**src/rtl/pipe_ctrl_if.sv**
```systemverilog
// Pipeline-control bundle: hazard/redirect/memory/halt requests in, per-stage enables out.
interface pipe_ctrl_if #(
  parameter int CNT_W = 16
);
  logic             iw_hazard;
  logic             iw_br_taken;
  logic             iw_mem_busy;
  logic             iw_halt;
  logic             iw_resume;
  logic             or_pc_en;
  logic             or_ifid_en;
  logic             or_ifid_flush;
  logic             or_idex_en;
  logic             or_idex_bubble;
  logic             or_exma_en;
  logic             or_mawb_en;
  logic [1:0]       or_state;
  logic [CNT_W-1:0] or_stall_cnt;
  logic [CNT_W-1:0] or_flush_cnt;

  modport master (
    output iw_hazard, iw_br_taken, iw_mem_busy, iw_halt, iw_resume,
    input  or_pc_en, or_ifid_en, or_ifid_flush, or_idex_en, or_idex_bubble,
           or_exma_en, or_mawb_en, or_state, or_stall_cnt, or_flush_cnt
  );

  modport slave (
    input  iw_hazard, iw_br_taken, iw_mem_busy, iw_halt, iw_resume,
    output or_pc_en, or_ifid_en, or_ifid_flush, or_idex_en, or_idex_bubble,
           or_exma_en, or_mawb_en, or_state, or_stall_cnt, or_flush_cnt
  );
endinterface

```
**src/rtl/pipe_ctrl.sv**
```systemverilog
// 5-stage pipeline sequencer: post-reset clearing, stall/redirect/mem-wait/halt decode.
// Optional stall/flush performance counters enabled by defining PIPE_CTRL_PERF_EN.
module pipe_ctrl #(
  parameter int INIT_CYC = 4,
  parameter int CNT_W    = 16
) (
  input logic        iw_clk,
  input logic        iw_rst_n,
  pipe_ctrl_if.slave bus
);
  // state   | meaning
  // S_INIT  | post-reset flush of every stage for INIT_CYC cycles
  // S_RUN   | normal issue, hazard/branch decode
  // S_MWAIT | data memory busy, whole pipe frozen
  // S_HALT  | front end held, back end drains
  typedef enum logic [1:0] {
    S_INIT  = 2'd0,
    S_RUN   = 2'd1,
    S_MWAIT = 2'd2,
    S_HALT  = 2'd3
  } state_t;

  localparam int INIT_W = (INIT_CYC > 1) ? $clog2(INIT_CYC) : 1;
  localparam logic [INIT_W-1:0] INIT_LAST = INIT_W'(INIT_CYC - 1);

  state_t            r_state;
  logic [INIT_W-1:0] r_init_cnt;

  logic w_run_or_wait, w_active, w_busy_wait;
  logic w_pc_en, w_ifid_en, w_ifid_flush, w_idex_en, w_idex_bubble, w_exma_en, w_mawb_en;

  assign w_run_or_wait = (r_state == S_RUN) || (r_state == S_MWAIT);
  assign w_active      = w_run_or_wait && !bus.iw_mem_busy;
  assign w_busy_wait   = w_run_or_wait && bus.iw_mem_busy;

  always_ff @(posedge iw_clk or negedge iw_rst_n) begin
    if (!iw_rst_n) begin
      r_state    <= S_INIT;
      r_init_cnt <= '0;
    end else begin
      case (r_state)
        S_INIT: begin
          if (r_init_cnt == INIT_LAST) r_state <= S_RUN;
          else                         r_init_cnt <= r_init_cnt + 1'b1;
        end
        S_RUN, S_MWAIT: begin
          if (bus.iw_mem_busy)  r_state <= S_MWAIT;
          else if (bus.iw_halt) r_state <= S_HALT;
          else                  r_state <= S_RUN;
        end
        S_HALT: begin
          if (bus.iw_resume && !bus.iw_mem_busy) r_state <= S_RUN;
        end
        default: r_state <= S_INIT;
      endcase
    end
  end

  // Combinational so a load-use stall takes effect in the cycle it is raised.
  always_comb begin
    w_pc_en       = 1'b0;
    w_ifid_en     = 1'b0;
    w_ifid_flush  = 1'b0;
    w_idex_en     = 1'b0;
    w_idex_bubble = 1'b0;
    w_exma_en     = 1'b0;
    w_mawb_en     = 1'b0;
    case (r_state)
      S_INIT: begin
        w_ifid_en     = 1'b1;
        w_ifid_flush  = 1'b1;
        w_idex_en     = 1'b1;
        w_idex_bubble = 1'b1;
        w_exma_en     = 1'b1;
        w_mawb_en     = 1'b1;
      end
      S_RUN, S_MWAIT: begin
        if (w_active) begin
          w_idex_en = 1'b1;
          w_exma_en = 1'b1;
          w_mawb_en = 1'b1;
          if (bus.iw_br_taken) begin
            // Redirect wins over hazard: the stalled instruction is squashed anyway.
            w_pc_en       = 1'b1;
            w_ifid_en     = 1'b1;
            w_ifid_flush  = 1'b1;
            w_idex_bubble = 1'b1;
          end else if (bus.iw_hazard) begin
            w_idex_bubble = 1'b1;
          end else begin
            w_pc_en   = 1'b1;
            w_ifid_en = 1'b1;
          end
        end
      end
      S_HALT: begin
        if (!bus.iw_mem_busy) begin
          w_idex_en     = 1'b1;
          w_idex_bubble = 1'b1;
          w_exma_en     = 1'b1;
          w_mawb_en     = 1'b1;
        end
      end
      default: ;
    endcase
  end

  assign bus.or_pc_en       = w_pc_en;
  assign bus.or_ifid_en     = w_ifid_en;
  assign bus.or_ifid_flush  = w_ifid_flush;
  assign bus.or_idex_en     = w_idex_en;
  assign bus.or_idex_bubble = w_idex_bubble;
  assign bus.or_exma_en     = w_exma_en;
  assign bus.or_mawb_en     = w_mawb_en;
  assign bus.or_state       = r_state;

`ifdef PIPE_CTRL_PERF_EN
  logic [CNT_W-1:0] r_stall_cnt, r_flush_cnt;
  logic w_stall_inc, w_flush_inc;

  assign w_stall_inc = (w_active && bus.iw_hazard && !bus.iw_br_taken) || w_busy_wait;
  assign w_flush_inc = w_active && bus.iw_br_taken;

  always_ff @(posedge iw_clk or negedge iw_rst_n) begin
    if (!iw_rst_n) begin
      r_stall_cnt <= '0;
      r_flush_cnt <= '0;
    end else begin
      if (w_stall_inc && (r_stall_cnt != '1)) r_stall_cnt <= r_stall_cnt + 1'b1;
      if (w_flush_inc && (r_flush_cnt != '1)) r_flush_cnt <= r_flush_cnt + 1'b1;
    end
  end

  assign bus.or_stall_cnt = r_stall_cnt;
  assign bus.or_flush_cnt = r_flush_cnt;
`else
  logic w_unused_busy;
  assign w_unused_busy    = w_busy_wait;
  assign bus.or_stall_cnt = '0;
  assign bus.or_flush_cnt = '0;
`endif
endmodule

```
**src/flat_wrapper.sv**
```systemverilog
// flat-port wrapper written by rule: the top's interface ports become plain ports
module pipe_ctrl_flat 
#(
  parameter int INIT_CYC = 4,
  parameter int CNT_W    = 16
)
  (iw_clk, iw_rst_n, bus_iw_hazard, bus_iw_br_taken, bus_iw_mem_busy, bus_iw_halt, bus_iw_resume, bus_or_pc_en, bus_or_ifid_en, bus_or_ifid_flush, bus_or_idex_en, bus_or_idex_bubble, bus_or_exma_en, bus_or_mawb_en, bus_or_state, bus_or_stall_cnt, bus_or_flush_cnt);
  pipe_ctrl_if #(.CNT_W(CNT_W)) bus_i ();
  input logic iw_clk;
  input logic iw_rst_n;
  input wire logic [$bits(bus_i.iw_hazard)-1:0] bus_iw_hazard;
  input wire logic [$bits(bus_i.iw_br_taken)-1:0] bus_iw_br_taken;
  input wire logic [$bits(bus_i.iw_mem_busy)-1:0] bus_iw_mem_busy;
  input wire logic [$bits(bus_i.iw_halt)-1:0] bus_iw_halt;
  input wire logic [$bits(bus_i.iw_resume)-1:0] bus_iw_resume;
  output wire logic [$bits(bus_i.or_pc_en)-1:0] bus_or_pc_en;
  output wire logic [$bits(bus_i.or_ifid_en)-1:0] bus_or_ifid_en;
  output wire logic [$bits(bus_i.or_ifid_flush)-1:0] bus_or_ifid_flush;
  output wire logic [$bits(bus_i.or_idex_en)-1:0] bus_or_idex_en;
  output wire logic [$bits(bus_i.or_idex_bubble)-1:0] bus_or_idex_bubble;
  output wire logic [$bits(bus_i.or_exma_en)-1:0] bus_or_exma_en;
  output wire logic [$bits(bus_i.or_mawb_en)-1:0] bus_or_mawb_en;
  output wire logic [$bits(bus_i.or_state)-1:0] bus_or_state;
  output wire logic [$bits(bus_i.or_stall_cnt)-1:0] bus_or_stall_cnt;
  output wire logic [$bits(bus_i.or_flush_cnt)-1:0] bus_or_flush_cnt;
  assign bus_i.iw_hazard = bus_iw_hazard;
  assign bus_i.iw_br_taken = bus_iw_br_taken;
  assign bus_i.iw_mem_busy = bus_iw_mem_busy;
  assign bus_i.iw_halt = bus_iw_halt;
  assign bus_i.iw_resume = bus_iw_resume;
  assign bus_or_pc_en = bus_i.or_pc_en;
  assign bus_or_ifid_en = bus_i.or_ifid_en;
  assign bus_or_ifid_flush = bus_i.or_ifid_flush;
  assign bus_or_idex_en = bus_i.or_idex_en;
  assign bus_or_idex_bubble = bus_i.or_idex_bubble;
  assign bus_or_exma_en = bus_i.or_exma_en;
  assign bus_or_mawb_en = bus_i.or_mawb_en;
  assign bus_or_state = bus_i.or_state;
  assign bus_or_stall_cnt = bus_i.or_stall_cnt;
  assign bus_or_flush_cnt = bus_i.or_flush_cnt;
  pipe_ctrl #(.INIT_CYC(INIT_CYC), .CNT_W(CNT_W)) u_core (.iw_clk(iw_clk), .iw_rst_n(iw_rst_n), .bus(bus_i));
endmodule
```
**config.mk**
```make
export PLATFORM = sky130hd
export DESIGN_NAME = pipe_ctrl_flat
export DESIGN_NICKNAME = d
export VERILOG_FILES = /design/src/rtl/pipe_ctrl_if.sv /design/src/rtl/pipe_ctrl.sv /design/src/flat_wrapper.sv
export SDC_FILE = /design/constraint.sdc
export NUM_CORES = 1
export LEC_CHECK = 0
export CAP_MARGIN = 20
export CORE_MARGIN = 2
export CORE_UTILIZATION = 34
export DETAILED_ROUTE_END_ITERATION = 10
export PLACE_DENSITY = 0.85
export SKIP_CTS_REPAIR_TIMING = 1
export SLEW_MARGIN = 20
export SYNTH_ARGS = -nofsm -noshare
export SYNTH_HDL_FRONTEND = slang
export SYNTH_SLANG_ARGS = --single-unit
```
**constraint.sdc**
```tcl
create_clock -name iw_clk -period 2.33 [get_ports iw_clk]
set_input_delay 0.3495 -clock iw_clk [delete_from_list [all_inputs] [get_ports iw_clk]]
set_output_delay 0.3495 -clock iw_clk [all_outputs]
set_load 0.005 [all_outputs]
```
# After elaboration in Yosys (flattened, before gate mapping)
# Cells that the tools add are included.
[word_totals]
ff_bits = 4
word_cells = 38
output_inout_bits = 41
inputBits = 7
[classes]
n_eq_ne = 6
n_reduce_logical = 8
mux = 20
bitwise_logic = 1
addsub = 1
[ops]
columns = ["op", "n"]
rows = [
  ["$mux 1", 11],
  ["$mux 2", 4],
  ["$eq 2x2->1 const B", 3],
  ["$pmux 1 s3", 2],
  ["$pmux 2 s3", 1],
  ["$ne 2x1->1 const B", 2],
  ["$pmux 1 s2", 2],
  ["$reduce_and 2->1", 2],
  ["$add 2x1->2 const B", 1],
  ["$eq 2x1->1 const B", 1],
  ["$logic_and 1x1->1", 2],
  ["$logic_not 2->1", 1],
  ["$reduce_or 2->1", 1],
  ["$logic_not 1->1", 1],
  ["$logic_or 1x1->1", 1],
  ["$not 1->1", 1],
]

# Logic depth before layout (Yosys ltp)
# Gate-level depths: netlist of the first run.
[logic_depth]
depth_word = 5
depth_mapped = 5
mapped_depth_nobuf = 5

# Worst setup path after synthesis of the first run
# Ideal clock, no wire load.
[synth_timing]
path_kind = "flip-flop to output port"
start = "reg u_core.r_state[0] (netlist: u_core.bus.or_state[0])"
end = "out bus_or_ifid_en"
slack_ns = 0.705
t_required_ns = 1.980
path_buffers = 0
stages_incl_launch_ff = 6
arrival_ns = 1.275
cell_sequence = "dfrtp_1 -> inv_1 -> ha_1 -> nor2b_2 -> a21boi_2 -> o21ba_2"
[synth_via]
elab_chain_len = 5
word_cells_on_any_way = 8
cone_classes = "eq/ne (2); mux (2); reduce/logical (4)"
[synth_rtl]
columns = ["element", "line_no", "source"]
rows = [
  ["start: declaration", "pipe_ctrl.sv:26", "state_t r_state;"],
  ["start signal: assignment", "pipe_ctrl.sv:38", "r_state <= S_INIT;"],
  ["start signal: assignment", "pipe_ctrl.sv:43", "if (r_init_cnt == INIT_LAST) r_state <= S_RUN;"],
  ["start signal: assignment", "pipe_ctrl.sv:47", "if (bus.iw_mem_busy) r_state <= S_MWAIT;"],
  ["$eq 2x1->1 / $eq 2x2->1 (equally long branches)", "pipe_ctrl.sv:32, pipe_ctrl.sv:68", ""],
  ["$logic_or 1x1->1", "pipe_ctrl.sv:32", "assign w_run_or_wait = (r_state == S_RUN) || (r_state == S_MWAIT);"],
  ["$logic_and 1x1->1", "pipe_ctrl.sv:33", "assign w_active = w_run_or_wait && !bus.iw_mem_busy;"],
  ["$mux 1", "pipe_ctrl.sv:78", "if (w_active) begin"],
  ["$pmux 1 s2 *", "pipe_ctrl.sv:68", "case (r_state)"],
  ["end: declaration", "flat_wrapper.sv:17", "output wire logic [$bits(bus_i.or_ifid_en)-1:0] bus_or_ifid_en;"],
]
# Every way passes the cells marked *; elsewhere a longest branch is shown, timed or not.

# Final worst setup path of the first run
# Same ends and word-level chain as after synthesis.

==> results of run 1 <==
## state kept, by name, indices dropped and copies added, names as in the netlist
register,count
u_core.r_init_cnt,2
u_core.bus.or_state,2
## kinds of logic after synthesis
family,after synthesis,synth area share
DFF,4,0.175
other,1,0.00657
AOI/OAI and AO/OA,11,0.143
adders and majority gates,3,0.0658
muxes,2,0.0373
and+or+nand+nor,7,0.0833
buffers and inverters,38,0.474
xor gates and xnor gates,1,0.0154
## power by group through the flow
stage / sequential (mW) / clock [mW] / combinational, mW
3_5_place_dp: 0.131 / 0 / 0.491
3_3_place_gp: 0.129 / 0 / 0.474
6_report: 0.130 / 0.0825 / 0.543
5_1_grt: 0.135 / 0.0898 / 0.607
4_1_cts: 0.130 / 0.0881 / 0.494
2_1_floorplan: 0.129 / 0 / 0.340
## worst max path at each step
stage | endpoint | depth (start not counted) | slack [ns] | from
5_1_grt | bus_or_ifid_en | 6 | -0.003 | u_core.bus.or_state[0]
3_3_place_gp | bus_or_ifid_en | 6 | 0.26 | u_core.bus.or_state[0]
2_1_floorplan | bus_or_ifid_en | 5 | 0.71 | u_core.bus.or_state[0]
6_report | bus_or_ifid_en | 6 | 0.09 | u_core.bus.or_state[0]
4_1_cts | bus_or_ifid_en | 6 | -0.04 | u_core.bus.or_state[0]
3_5_place_dp | bus_or_ifid_en | 6 | 0.22 | u_core.bus.or_state[0]
## layer usage
metal,share of wire,up-vias,GRT usage
met2,0.49,33,0.126
met1,0.34,164,0.0965
met5,0,-,0
li1,-,184,-
met4,0,0,0.0706
met3,0.17,0,0.0160
## per-stage QoR
stage / power, mW / cell area [um2]
floorplan: 0.469 / 687
global route: 0.833 / 664
finish: 0.756 / 664
CTS: 0.712 / 632
global placement: 0.603 / 609
detailed placement: 0.622 / 609
## synth_stat cells
cell	n	area share
a21boi_2	1	0.020
a21oi_1	3	0.026
a2bb2oi_1	1	0.015
buf_4	34	0.45
conb_1	1	0.0066
dfrtp_1	4	0.18
ha_1	3	0.066
inv_1	4	0.026
mux2_2	1	0.020
mux2i_1	1	0.018
nand2b_1	1	0.011
nor2_1	3	0.020
nor2b_2	1	0.015
nor2b_4	1	0.024
o21a_1	1	0.013
o21ai_0	1	0.0088
o21ba_2	1	0.018
o21bai_1	2	0.026
o2bb2ai_1	1	0.015
or2b_1	1	0.013
xor2_1	1	0.015
## worst max-delay path, cell delays in order (launching register included)
cell and delay, ns:
dfrtp_1 0.36, inv_1 0.09, ha_4 0.29, nor2b_4 0.14
a21boi_2 0.17, o21ba_2 0.13, clkdlybuf4s50_1 0.48
## layout make-up
cell class | instances | area, um2 | share of cell area
well taps | 16 | 20.0 | 0.0301
repair buffers | 18 | 173 | 0.260
multi-input cells | 56 | 334 | 0.503
clock buffers | 3 | 22.5 | 0.0339
flip-flops and latches | 4 | 100 | 0.151
inverters | 4 | 15.0 | 0.0226
==> flow_summary.yaml, run 1 <==
timing:
  setup_violations: 0
  period_share: 0.962
  hold_viol: 0
  fin_crit_ns: 2.24
  setup_ws_ns: 0.0879
  whs_ns: 0.318
  finClkSkew_ns: 0.000500
  slew_violations: 0
  max_freq_ghz: 0.446
  setup_tns_ns: 0
logic_synthesis:
  yosysSeqAreaShare: 0.175
  synth.ff_latch_count: 4
  yosys_warnings: 0
  syn_avg_cell_area_um2: 8.52
  netlist_instances: 67
  syn-cell-area_um2: 571
  ys_types: 21
pwr:
  power_density_mw_per_mm2: 1140
  intPower_uw: 499
  pwr-share-seq: 0.172
  swShare: 0.340
  switchingPower_uw: 257
  p_clk_frac: 0.109
  pwr-share-comb: 0.719
  power_leakage_nw: 0.344
  ir_drop_v: 0.000538
setup_path:
  crit_required_ns: 1.98
  start_kind: "flip-flop"
  r2r_slack_ns: 0.94
  end_kind: "primary output"
  crit_arrival_ns: 1.89
  worst-r2r-cell-count: 5
  path_class: "reg2out"
  reg2reg_to: "u_core.bus.or_state[0]"
  timing.rr.start: "u_core.bus.or_state[0]"
  cp_max_fo: 5
grt:
  antenna_found_initial: 0
  grt_pass1_wl_mm: 1.19
  grt_pass1_vias: 280
  overflow: 0
  grt_usage: 0.0819
  grt_max_degree: 9
die:
  dieArea_mm2: 0.00202
  start_util: 0.370
  ios: 48
  core_region_area_mm2: 0.00154
  chipWidth_um: 45.0
  die_h_um: 45.0
  core.rowCount: 14
placed_design:
  dp_cells: 96
  pre_cts_slack_ns: 0.223
  place_hpwl_um: 761
  numPortBuffers: 15
  gp_congestion: 0.747
routing:
  vias: 381
  first_pass_iters: 3
  drc: 0
  first_iter_violations: 3
  finalWirelength_um: 862
  avgViaCountPerCell: 3.77
  final_antenna_net_count: 0
  wl_per_cell_um: 8.53
clock_network:
  clockBufferDepth: 2
  worstSkewPairLatency_ns: 0.23
  cts_root_buffer: "clkbuf_4"
  cts.clk_slew.worst_paths_ns: 0.04
  cts_buffers: 3
  cts_tree: "built"
  htreeDepth: 1
  cts.sinks: 4
final_layout:
  num-nets-final: 97
  layout_common_cells: "conb_1, clkdlybuf4s50_1, dfrtp_1"
  final_util: 0.431
  num_antenna_cells: 0
  fillers: 169
  area_growth_pct: 16.4
  final_common_cell: "conb_1"
  stdcell_count: 101
  drive_gt1_frac: 0.153
outcome:
  outcome: "finished, final reports clean"
flow_run:
  drv_cap: 0
min_path:
  hp-class: "in2async"
No activity file was read; power rests on OpenSTA's default activity.
==> inputs of run 2 (changes only) <==
--- a/config.mk
+++ b/config.mk
@@ -7,9 +7,9 @@
 export LEC_CHECK = 0
 export CAP_MARGIN = 20
 export CORE_MARGIN = 2
-export CORE_UTILIZATION = 34
+export CORE_UTILIZATION = 28
 export DETAILED_ROUTE_END_ITERATION = 10
-export PLACE_DENSITY = 0.85
+export PLACE_DENSITY = 0.75
 export SKIP_CTS_REPAIR_TIMING = 1
 export SLEW_MARGIN = 20
 export SYNTH_ARGS = -nofsm -noshare
==> constraint.sdc (replaced) <==
create_clock -name iw_clk -period 2.03 [get_ports iw_clk]
set_input_delay 0.3045 -clock iw_clk [delete_from_list [all_inputs] [get_ports iw_clk]]
set_output_delay 0.3045 -clock iw_clk [all_outputs]
set_load 0.005 [all_outputs]
==> run 2 against run 1 <==
Highest routed layer unchanged; global-route usage decreased by 0.60 points; largest cell class unchanged; clock-buffer cell count unchanged; clock power increased by 15%; first-iteration DRC count increased to 2.7 times the previous value.
==> flow_summary.yaml, run 2 (synthesis gave the netlist of run 1 again) <==
die:
  dieArea_mm2: 0.00241
  core_region_area_mm2: 0.00194
  start_util: 0.294
  core.rowCount: 16
  chipWidth_um: 49.1
  ios: 48
  die_h_um: 49.1
clock_network:
  cts_root_buffer: "clkbuf_4"
  clockBufferDepth: 2
  cts_buffers: 3
  worstSkewPairLatency_ns: 0.23
  cts.sinks: 4
  htreeDepth: 1
  cts_tree: "built"
  cts.clk_slew.worst_paths_ns: 0.04
timing:
  finClkSkew_ns: 0.00312
  setup_tns_ns: 0
  period_share: 0.924
  setup_violations: 0
  hold_viol: 0
  setup_ws_ns: 0.155
  max_freq_ghz: 0.533
  rsz0062_at_grt: "false"
  fin_crit_ns: 1.87
  slew_violations: 0
setup_path:
  max_stage_delay_ns: 0.36
  path_class: "reg2out"
  start_kind: "flip-flop"
  end_kind: "primary output"
  cp_slowest_cell: "dfrtp_1"
  cp_cell_sequence: "inv_1 -> ha_4 -> nor2b_2 -> a21boi_2 -> o21ba_2 -> dlymetal6s2s_1"
  crit_required_ns: 1.73
  cp_max_fo: 2
  crit_arrival_ns: 1.57
routing:
  final_antenna_net_count: 0
  first_pass_iters: 4
  wl_per_cell_um: 8.55
  avgViaCountPerCell: 3.50
  first_iter_violations: 8
  vias: 395
  finalWirelength_um: 966
  drc: 0
pwr:
  power_leakage_nw: 0.435
  p_clk_frac: 0.108
  switchingPower_uw: 318
  ir_drop_v: 0.000576
  intPower_uw: 564
  pwr-share-comb: 0.725
  swShare: 0.360
  power_density_mw_per_mm2: 1260
  pwr-share-seq: 0.167
final_layout:
  final_common_cell: "conb_1"
  num-nets-final: 98
  stdcell_count: 113
  final_util: 0.361
  layout_common_cells: "conb_1, clkdlybuf4s50_1, dlymetal6s2s_1, buf_4, dfrtp_1"
  area_growth_pct: 23.0
  num_antenna_cells: 0
  drive_gt1_frac: 0.174
flow_run:
  drv_cap: 0
grt:
  grt_usage: 0.0759
  grt.busiest_layer: "met2"
  grt_use_met1: 0.0827
  grt_pass1_wl_mm: 1.40
  grt_max_degree: 9
  grt.met3_usage: 0.0368
  overflow: 0
  grt_pass1_vias: 338
  antenna_found_initial: 0
  grt_util_met2: 0.126
placed_design:
  dp_cells: 109
  pre_cts_slack_ns: 0.0326
  numPortBuffers: 15
  gp_congestion: 0.670
  place_hpwl_um: 804
outcome:
  outcome: "finished, final reports clean"
min_path:
  hp-class: "in2async"
==> run 2: cell count changes in the layout (fill, tap and decap cells not counted), sizes merged <==
| cell | before | now |
|---|---|---|
| buf | 3 | 4 |
| dlymetal6s2s | 0 | 7 |
| clkdlybuf4s50 | 15 | 8 |
==> run 2: routing by layer <==
layer	wire length [um]	up-vias
met3	122	0
met1	387	177
met4	0	0
li1	-	187
met5	0	-
met2	455	31
==> run 2: layout make-up <==
cell class	instances	area, um2
clock buffer	3	22.5
fill	206	1240
inverter	4	15.0
multi-input combinational	56	333
sequential	4	100
tap	27	33.8
timing repair buffer	19	198
==> run 2: final timing paths <==
| path | slack, ns | cells past startpoint | start | endpoint |
|---|---|---|---|---|
| hold reg to reg | 0.48 | 1 | u_core.r_init_cnt[0] | u_core.r_init_cnt[0] |
| max in group asynchronous | 1.58 | 1 | iw_rst_n | u_core.r_init_cnt[1] |
| hold / removal | 0.28 | 1 | iw_rst_n | u_core.bus.or_state[0] |
| setup / recovery | 0.16 | 6 | u_core.bus.or_state[0] | bus_or_ifid_en |
| min in group iw_clk | 0.48 | 1 | u_core.r_init_cnt[0] | u_core.r_init_cnt[0] |
| setup reg to reg | 0.65 | 6 | u_core.bus.or_state[1] | u_core.bus.or_state[0] |
==> run 2: worst max-delay path: cells and delay by family, from the launching register on <==
kind	cells	cell delay, ns
AO/OA/AOI/OAI	2	0.35
adder cells (fa/ha/maj)	1	0.22
buffers and inverters	2	0.26
flip-flops	1	0.36
AND/OR/NAND/NOR	1	0.15
==> run 2: stage by stage <==
step           total power, mW  hold slack (ns)  cell area, um2
3_3_place_gp             0.732            0.463             638
3_5_place_dp             0.761            0.478             638
4_1_cts                  0.867            0.277             661
6_report                 0.882            0.279             702
2_1_floorplan            0.538          0.00891             687
5_1_grt                  0.968            0.281             702
==> run 2: power by group through the flow <==
stage | Sequential (mW) | Combinational, mW | Clock [mW]
final | 0.147 | 0.640 | 0.0949
after global routing | 0.152 | 0.708 | 0.107
after CTS | 0.145 | 0.620 | 0.102
after detailed placement | 0.146 | 0.615 | 0
after global placement | 0.143 | 0.589 | 0
after floorplan | 0.148 | 0.391 | 0
==> inputs of run 3 (changes only) <==
--- a/config.mk
+++ b/config.mk
@@ -5,12 +5,12 @@
 export SDC_FILE = /design/constraint.sdc
 export NUM_CORES = 1
 export LEC_CHECK = 0
+export ABC_AREA = 1
 export CAP_MARGIN = 20
 export CORE_MARGIN = 2
 export CORE_UTILIZATION = 28
 export DETAILED_ROUTE_END_ITERATION = 10
 export PLACE_DENSITY = 0.75
-export SKIP_CTS_REPAIR_TIMING = 1
 export SLEW_MARGIN = 20
 export SYNTH_ARGS = -nofsm -noshare
 export SYNTH_HDL_FRONTEND = slang
==> run 3 against run 2 <==
Power shrank 9.1%; sequential power shrank 23%; routed wire length shrank 7.9%; maximum frequency shrank 4.2%; clock-buffer cell count is the same; worst setup slack lost 0.083 ns; flip-flop and latch count is the same; via count grew 5.8%; critical path type unchanged; largest cell class unchanged; largest power group unchanged.
==> flow_summary.yaml, run 3 <==
outcome:
  outcome: "finished, final reports clean"
logic_synthesis:
  synth_top_area_share: 0.452
  yosys_most_used_dff: "dfrtp_1"
  yosysTopAreaCell: "buf_4"
  ys_top_cells_by_area: "buf_4, dfrtp_1, nand2_1"
  synth_common_cells: "buf_4, nand2_1, inv_1"
  syn_avg_cell_area_um2: 7.14
  netlist_instances: 79
  yosys.cell_count.top_type: "buf_4"
  synth-edff-count: 0
  synth.ff_latch_count: 4
  ys_types: 14
  yosys_warnings: 0
  synthArstFlopShare: 1.00
  yosysSeqAreaShare: 0.177
  syn-cell-area_um2: 564
timing:
  hold_viol: 0
  fin_crit_ns: 1.96
  setup_violations: 0
  setup_ws_ns: 0.0724
  rsz0062_at_grt: "false"
  finClkSkew_ns: 0.000876
  slew_violations: 0
  period_share: 0.964
  setup_tns_ns: 0
  max_freq_ghz: 0.511
pwr:
  power_density_mw_per_mm2: 1180
  switchingPower_uw: 301
  power_leakage_nw: 0.423
  swShare: 0.376
  ir_drop_v: 0.000392
  p_clk_frac: 0.118
  pwr-share-seq: 0.141
  pwr-share-comb: 0.740
  intPower_uw: 501
grt:
  overflow: 0
  grt_pass1_wl_mm: 1.37
  grt_pass1_vias: 344
  grt_usage: 0.0750
  antenna_found_initial: 0
  grt_max_degree: 6
routing:
  first_iter_violations: 4
  drc: 0
  vias: 418
  first_pass_iters: 4
  finalWirelength_um: 890
  wl_per_cell_um: 7.24
  final_antenna_net_count: 0
  avgViaCountPerCell: 3.40
final_layout:
  final_area_um2: 681
  fillers: 207
  num-nets-final: 108
  area_growth_pct: 20.6
  drive_gt1_frac: 0.177
  num_antenna_cells: 0
  final_common_cell: "conb_1"
  layout_common_cells: "conb_1, nand2_1, clkdlybuf4s50_1, nand2_2, inv_1"
setup_path:
  crit_required_ns: 1.73
  path_class: "reg2out"
  r2r_slack_ns: 0.96
  cp_slowest_cell: "clkdlybuf4s50_1"
  start_kind: "flip-flop"
  end_kind: "primary output"
  max_stage_delay_ns: 0.52
  cp_cell_sequence: "inv_2 -> ha_4 -> nand2_2 -> o21ai_0 -> clkdlybuf4s50_1"
  cp_max_fo: 4
  worst-r2r-cell-count: 6
  crit_arrival_ns: 1.65
  reg2reg_to: "u_core.bus.or_state[1]"
  timing.rr.start: "u_core.bus.or_state[0]"
placed_design:
  numPortBuffers: 15
  pre_cts_slack_ns: 0.0316
  place_hpwl_um: 752
  gp_congestion: 0.718
  dpl-instance-area_um2: 609
clock_network:
  cts.sinks: 4
  hold_buffers: 0
  cts_buffers: 3
  worstSkewPairLatency_ns: 0.23
  cts_tree: "built"
  cts.clk_slew.worst_paths_ns: 0.03
  cts_root_buffer: "clkbuf_4"
  htreeDepth: 1
  clockBufferDepth: 2
flow_run:
  drv_cap: 0
die:
  dieArea_mm2: 0.00239
  die_h_um: 48.9
  chipWidth_um: 48.9
  start_util: 0.294
  core.rowCount: 16
  core_region_area_mm2: 0.00192
  ios: 48
min_path:
  hp-class: "in2async"
## run 3: logic make-up after synthesis
family,synth area share
compound gates,0.0266
xor+xnor,0.0155
fa+ha+maj,0.0665
buf+inv,0.506
flops,0.177
other cells,0.00665
simple gates,0.202
## run 3: critical path: cells and delay by family, from the launching register on
kind	cells	cell delay [ns]
buffers and inverters	2	0.57
DFF	1	0.35
adders and majority gates	1	0.28
AOI/OAI and AO/OA	1	0.14
and+or+nand+nor	1	0.08
## run 3: cell type report
cell class              instances  area (um2)  share of cell area
well taps                      27        33.8              0.0496
flip-flops and latches          4         100               0.147
repair buffers                 17         175               0.257
inverters                       8        30.0              0.0441
clock buffers                   3        22.5              0.0331
multi-input cells              64         319               0.469
## run 3: what timing repair did
action	4_1_cts	5_1_grt
gates cloned	0	0
buffers inserted	2	0
gates resized for setup	3	9
endpoints found under the setup margin	7	7
pin swaps	0	1
## run 3: routing by layer
metal / part of all wire / up-vias / track usage
met2: 0.48 / 30 / 0.121
met4: 0 / 0 / 0.0286
met1: 0.40 / 183 / 0.0774
met3: 0.11 / 0 / 0.0491
met5: 0 / - / 0
li1: - / 205 / -
## run 3: power groups by stage
stage / registers (mW) / clock network [mW] / logic [mW]
2_1_floorplan: 0.121 / 0 / 0.316
3_3_place_gp: 0.120 / 0 / 0.501
3_5_place_dp: 0.122 / 0 / 0.514
4_1_cts: 0.110 / 0.100 / 0.599
5_1_grt: 0.117 / 0.109 / 0.650
6_report: 0.113 / 0.0947 / 0.593
## run 3: metrics by stage
stage	hold WS [ns]	total power [mW]	utilization	std cells
2_1_floorplan	0.00891	0.437	-	110
5_1_grt	0.282	0.875	0.354	123
3_5_place_dp	0.473	0.636	0.317	118
6_report	0.277	0.802	0.354	123
4_1_cts	0.273	0.809	0.345	123
3_3_place_gp	0.460	0.620	0.317	118
## run 3: how the worst max path moves through the flow
stage / from / endpoint / slack, ns / cells past startpoint
floorplan: u_core.bus.or_state[0] / bus_or_idex_en / 0.63 / 5
global placement: bus_iw_mem_busy / bus_or_ifid_en / 0.1 / 7
detailed placement: bus_iw_mem_busy / bus_or_idex_bubble / 0.03 / 5
CTS: u_core.bus.or_state[1] / bus_or_ifid_en / 0.009 / 7
global route: u_core.bus.or_state[0] / bus_or_idex_en / 0.003 / 5
finish: u_core.bus.or_state[1] / bus_or_pc_en / 0.07 / 5
